<file path="src/rtl/cpu_mem_pkg.sv">
// cpu_mem_pkg: shared state encoding, memory geometry and requester ids for the RAM port arbiter.
package cpu_mem_pkg;
  typedef enum logic [1:0] {IDLE = 2'd0, ACCESS = 2'd1, DONE = 2'd2, CLEAR = 2'd3} state_e;
  localparam int MEM_AW = 10;
  localparam int MEM_DW = 8;
  localparam int MEM_WORDS = 1024;
  localparam logic REQ_A = 1'b0;
  localparam logic REQ_B = 1'b1;
endpackage

</file>
<file path="src/rtl/ram_port_arbiter_rr_pick2.sv">
// rr_pick2: combinational two-way round-robin chooser; on a tie the requester that was not served last wins.
module rr_pick2
  import cpu_mem_pkg::*;
(
  input  logic [1:0] req,
  input  logic       last,
  output logic       grant_valid,
  output logic       grant_id
);
  assign grant_valid = |req;
  assign grant_id = &req ? ~last : (req[1] ? REQ_B : REQ_A);
endmodule

</file>
<file path="src/rtl/ram_port_arbiter.sv">
// ram_port_arbiter: round-robin sharing of one RAM read/write port pair between two requesters, plus a full-memory clear sweep.
module ram_port_arbiter
  import cpu_mem_pkg::*;
#(
  parameter int AW = MEM_AW,
  parameter int DW = MEM_DW,
  parameter logic [DW-1:0] FILL = '0
) (
  input  logic          CLK,
  input  logic          RST_N,
  input  logic          A_REQ,
  input  logic          A_WR,
  input  logic [AW-1:0] A_ADDR,
  input  logic [DW-1:0] A_WD,
  output logic          A_ACK,
  output logic [DW-1:0] A_RD,
  input  logic          B_REQ,
  input  logic          B_WR,
  input  logic [AW-1:0] B_ADDR,
  input  logic [DW-1:0] B_WD,
  output logic          B_ACK,
  output logic [DW-1:0] B_RD,
  input  logic          CLR,
  output logic          BUSY,
  output logic          RAM_WE,
  output logic          RAM_RE,
  output logic [AW-1:0] RAM_RA,
  output logic [AW-1:0] RAM_WA,
  output logic [DW-1:0] RAM_WD,
  input  logic [DW-1:0] RAM_Q
);
  state_e        state_q, state_d;
  logic          last_q, last_d, win_q, win_d, wr_q, wr_d;
  logic [AW-1:0] addr_q, addr_d, cnt_q, cnt_d;
  logic [DW-1:0] wd_q, wd_d, a_rd_q, a_rd_d, b_rd_q, b_rd_d;
  logic          grant_valid, grant_id, access, clear, wr_access;
  rr_pick2 u_pick (
    .req        ({B_REQ, A_REQ}),
    .last       (last_q),
    .grant_valid(grant_valid),
    .grant_id   (grant_id)
  );
  always_ff @(posedge CLK) begin
    if (!RST_N) begin
      state_q <= IDLE;
      last_q  <= REQ_B;
      win_q   <= REQ_A;
      wr_q    <= 1'b0;
      addr_q  <= '0;
      wd_q    <= '0;
      cnt_q   <= '0;
      a_rd_q  <= '0;
      b_rd_q  <= '0;
    end else begin
      state_q <= state_d;
      last_q  <= last_d;
      win_q   <= win_d;
      wr_q    <= wr_d;
      addr_q  <= addr_d;
      wd_q    <= wd_d;
      cnt_q   <= cnt_d;
      a_rd_q  <= a_rd_d;
      b_rd_q  <= b_rd_d;
    end
  end
  always_comb begin
    state_d = state_q;
    last_d  = last_q;
    win_d   = win_q;
    wr_d    = wr_q;
    addr_d  = addr_q;
    wd_d    = wd_q;
    cnt_d   = cnt_q;
    a_rd_d  = a_rd_q;
    b_rd_d  = b_rd_q;
    case (state_q)
      IDLE: begin
        if (CLR) state_d = CLEAR;
        else if (grant_valid) begin
          state_d = ACCESS;
          last_d  = grant_id;
          win_d   = grant_id;
          wr_d    = grant_id ? B_WR : A_WR;
          addr_d  = grant_id ? B_ADDR : A_ADDR;
          wd_d    = grant_id ? B_WD : A_WD;
        end
      end
      ACCESS: begin
        state_d = DONE;
        if (!wr_q && win_q == REQ_B) b_rd_d = RAM_Q;
        if (!wr_q && win_q == REQ_A) a_rd_d = RAM_Q;
      end
      DONE: state_d = IDLE;
      CLEAR: begin
        cnt_d = cnt_q + 1'b1;
        if (&cnt_q) state_d = IDLE;
      end
      default: state_d = IDLE;
    endcase
  end
  assign access    = state_q == ACCESS;
  assign clear     = state_q == CLEAR;
  assign wr_access = access & wr_q;
  // Gating with RST_N keeps a write from committing on an edge where reset is held.
  assign RAM_WE = RST_N & (clear | wr_access);
  assign RAM_RE = access & ~wr_q;
  assign RAM_RA = RAM_RE ? addr_q : '0;
  assign RAM_WA = clear ? cnt_q : (wr_access ? addr_q : '0);
  assign RAM_WD = clear ? FILL : (wr_access ? wd_q : '0);
  assign BUSY   = clear;
  assign A_ACK  = state_q == DONE && win_q == REQ_A;
  assign B_ACK  = state_q == DONE && win_q == REQ_B;
  assign A_RD   = a_rd_q;
  assign B_RD   = b_rd_q;
endmodule

</file>
<file path="config.mk">
export PLATFORM = sky130hd
export DESIGN_NAME = ram_port_arbiter
export DESIGN_NICKNAME = d
export VERILOG_FILES = /design/src/rtl/cpu_mem_pkg.sv /design/src/rtl/ram_port_arbiter_rr_pick2.sv /design/src/rtl/ram_port_arbiter.sv
export SDC_FILE = /design/constraint.sdc
export NUM_CORES = 1
export LEC_CHECK = 0
export CORE_AREA = 2 2 75 77
export DETAILED_ROUTE_END_ITERATION = 8
export DIE_AREA = 0 0 77 79
export PLACE_DENSITY = 0.84
export SYNTH_ARGS = -nofsm -noshare
export SYNTH_HDL_FRONTEND = slang
export SYNTH_SLANG_ARGS = --single-unit
</file>
<file path="constraint.sdc">
create_clock -name CLK -period 2.15 [get_ports CLK]
set_input_delay 0.215 -clock CLK [delete_from_list [all_inputs] [get_ports CLK]]
set_output_delay 0.215 -clock CLK [all_outputs]
set_load 0.02 [all_outputs]
</file>
==> impl_metrics.tcl, run 1 <==
set metrics [dict create \
    ys_seq_elements 49 \
    preCtsSetupSlack_ns 0.270 \
    p_per_area_nw_per_um2 596 \
    drcViolationCount 0 \
    antenna_found_initial 0 \
    crit_path_start_kind "flop" \
    drv_slew 0 \
    dp_hpwl_um 4700 \
    insertion_delay_ns 0.30 \
    gr-total-overflow 0 \
    layout_common_cells "clkdlybuf4s50_1, dfxtp_1, a21oi_1" \
    wirelength_um 6360 \
    initial_core_util_pct 44.1 \
    startpoint "state_q[1]$_SDFFE_PN0P_" \
    die_h_um 79 \
    worstPathMaxFanout 10 \
    yosysUniqueCellTypes 35 \
    placed_area_um2 3460 \
    r2r_start "cnt_q[0]$_SDFFE_PN0P_" \
    reg2reg_slack_ns 0.57 \
    max_stage_delay_ns 0.60 \
    ff2ff_path_depth 4 \
    combPwrFrac_pct 20.9 \
    final_antenna_net_count 0 \
    grt_max_degree 46 \
    rows 27 \
    synth_area_leaders "dfxtp_1, mux2i_1, a21oi_1" \
    grt_pass1_wl_um 10300 \
    synth_top_area_share_pct 41.6 \
    io_buffers 99 \
    cts_setup_buffers 0 \
    firstDrtPassIters 4 \
    grt_pass1_vias 2174 \
    synth_fp_nets 315 \
    rsz0062_at_grt "false" \
    critical-path-slowest-cell "clkdlybuf4s50_1" \
    finalSetupViolCount 0 \
    gr-usage-all-layers_pct 20.7 \
    r2r-end "cnt_q[8]$_SDFFE_PN0P_" \
    switching_share_pct 26.3 \
    irDropWorstVdd_uv 362 \
    netlist_instances 263 \
    status "finished, final reports clean" \
    yosysTopAreaCell "dfxtp_1" \
    gp_congestion 0.751 \
    yosysSeqAreaShare_pct 41.6 \
    clockBufferDepth 2 \
    arrival_ns 1.87 \
    ys.warnings.count 0 \
    nFillCells 468 \
    worst_slew_pin_slew_ns 0.716 \
    layout_commonest_cell "clkdlybuf4s50_1" \
    p_clk_share_pct 31.7 \
    ioPinCount 100 \
    hold_path.startpoint "A_RD[7]$_SDFFE_PN0P_" \
    clk_root_buffer_cell "clkbuf_8" \
    syn-cell-area_um2 2360 \
    hold_class "reg2reg" \
    cts_tree "yes" \
    hold_path_depth 2 \
    areaGrowthSynthToFinish_pct 53.0 \
    dr_total_vias 2321 \
    vias_per_cell 5.34 \
    drt_iter0_drc 100 \
    period_minus_slack_ns 2.08 \
    p_leak_nw 1.34 \
    nNetsFinal 414 \
    tns_ns 0 \
    seqPwrFrac_pct 47.4 \
    post-route-period-util_pct 96.8 \
    final_hold_viol_count 0 \
    cts.sinks 49 \
    crit_family "buffers and inverters" \
    cp_num_buf_inv 2 \
    cap_violations 0 \
    cts_hold_buf 0 \
    fin_area_um2 3600 \
    p_switching_mw 0.566 \
    avgSynthCellArea_um2 8.96 \
    worstHoldEndpoint "A_RD[7]$_SDFFE_PN0P_" \
    p_int_mw 1.58 \
    drive_above_1_share_pct 9.64 \
    required_ns 1.93 \
    cts-buffers-inserted 5 \
    die_area_um2 6080 \
    worst_slack_ns 0.0690 \
    fmax_ghz 0.481 \
    finClkSkew_ns 0.00463 \
    die_x_um 77 \
    core_area_um2 5340 \
    path_cells "and3b_1 -> buf_4 -> a22o_1 -> clkdlybuf4s50_1" \
    worstSetupPathType "reg2out" \
    clk_pin_slew_ns 0.09 \
    crit_path_end_kind "primary output" \
    n_antenna_cell 0 \
    wl_per_cell_um 14.6 \
    h-tree-depth 2 \
    relSlewSlack_pct 52.3 \
]
## stage by stage
step | total power, mW | utilization, % | hold WS, ns | std cells
6_report | 2.15 | 67.5 | 0.459 | 435
5_1_grt | 2.25 | 67.5 | 0.486 | 435
4_1_cts | 2.17 | 67.3 | 0.462 | 435
3_5_place_dp | 1.49 | 64.9 | 0.450 | 427
3_3_place_gp | 1.47 | 64.9 | 0.441 | 427
2_1_floorplan | 1.26 | - | 0.291 | 263
## power groups by stage
stage	Combinational [mW]	Clock [mW]	Sequential (mW)
after global placement	0.438	0	1.03
after CTS	0.452	0.698	1.02
final	0.450	0.681	1.02
after global routing	0.490	0.732	1.02
after floorplan	0.229	0	1.03
after detailed placement	0.450	0	1.04
## synthesized netlist by cell type
cell type  count
and2_1        21
inv_1          2
o21a_1         1
nor4bb_1       1
a22o_1        10
nor3b_1        2
or3_1          3
nand3_2        1
nor2b_1        1
mux2i_1       28
nor4b_2        1
or4b_1         1
or4_1          4
buf_4          1
nand2_1       20
o31ai_1        4
a211oi_1      19
buf_2         12
nand4_1        1
a21oi_1       36
clkbuf_1       9
nor2_1        14
dfxtp_1       49
and3b_1        2
o21ai_0        6
xnor2_1        2
or2_2          1
nand4_4        1
nand3_1        2
ha_1           1
inv_2          1
o211ai_1       1
and3_1         1
a21boi_0       2
nor3_1         2
## layout make-up
type,instances,area [um2],share of cell area (%)
multi-input cells,189,1280,35.6
repair buffers,114,1110,30.9
flip-flops and latches,49,987,27.4
well taps,72,90.1,2.50
clock buffers,6,82.6,2.29
clock inverters,2,37.5,1.04
inverters,3,11.3,0.312
## metal layers
| layer | vias to the layer above | global-route usage [%] | wire length, um |
|---|---|---|---|
| li1 | 1148 | - | - |
| met1 | 1094 | 26.4 | 2790 |
| met2 | 74 | 35.5 | 3180 |
| met5 | - | 0 | 0 |
| met4 | 0 | 7.68 | 72 |
| met3 | 5 | 3.52 | 316 |
## logic make-up (layout without fill, tap and decap cells)
group / after synthesis / count (layout) / synth area share [%]
compound gates: 79 / 79 / 21.2
xor+xnor: 2 / 2 / 0.744
fa+ha+maj: 1 / 1 / 0.531
buf+inv: 25 / 125 / 4.78
flops: 49 / 49 / 41.6
mux: 28 / 28 / 11.9
simple gates: 79 / 79 / 19.2
## worst min-delay path, stage by stage, from the launching register on
cell	delay [ns]
dfxtp_1	0.32
nand2_1	0.05
a21oi_1	0.05
## how the worst max path moves through the flow
stage                            to  cells past startpoint
final                     RAM_WA[4]                      4
after global routing      RAM_RA[1]                      4
after CTS                 RAM_WA[5]                      4
after detailed placement  RAM_WA[5]                      4
after global placement    RAM_WA[5]                      4
after floorplan              RAM_WE                      6
## sequential cells by signal, summed over array words and instances, names as in the netlist
register and flops:
A_RD 8, last_q 1, wd_q 8, B_RD 8, cnt_q 10, addr_q 10, state_q 2, win_q 1
wr_q 1
## timing repair
| action | in CTS | in global routing |
|---|---|---|
| setup endpoints to repair | 30 | 5 |
| gates resized for setup | 4 | 5 |
| pin swaps | 0 | 0 |
| hold endpoints to repair | 0 | 0 |
| gates cloned | 0 | 0 |
No activity file was read; power rests on OpenSTA's default activity.
==> run 2, diff against run 1 <==
CTS_CLUSTER_DIAMETER = 100   (was not set)
==> results of run 2 <==
Same layout as run 1: the final DEF is identical, and so are final timing and power.
==> run 3, diff against run 2 <==
CTS_CLUSTER_SIZE = 8   (was not set)
==> results of run 3 <==
Same layout as run 1: the final DEF is identical, and so are final timing and power.
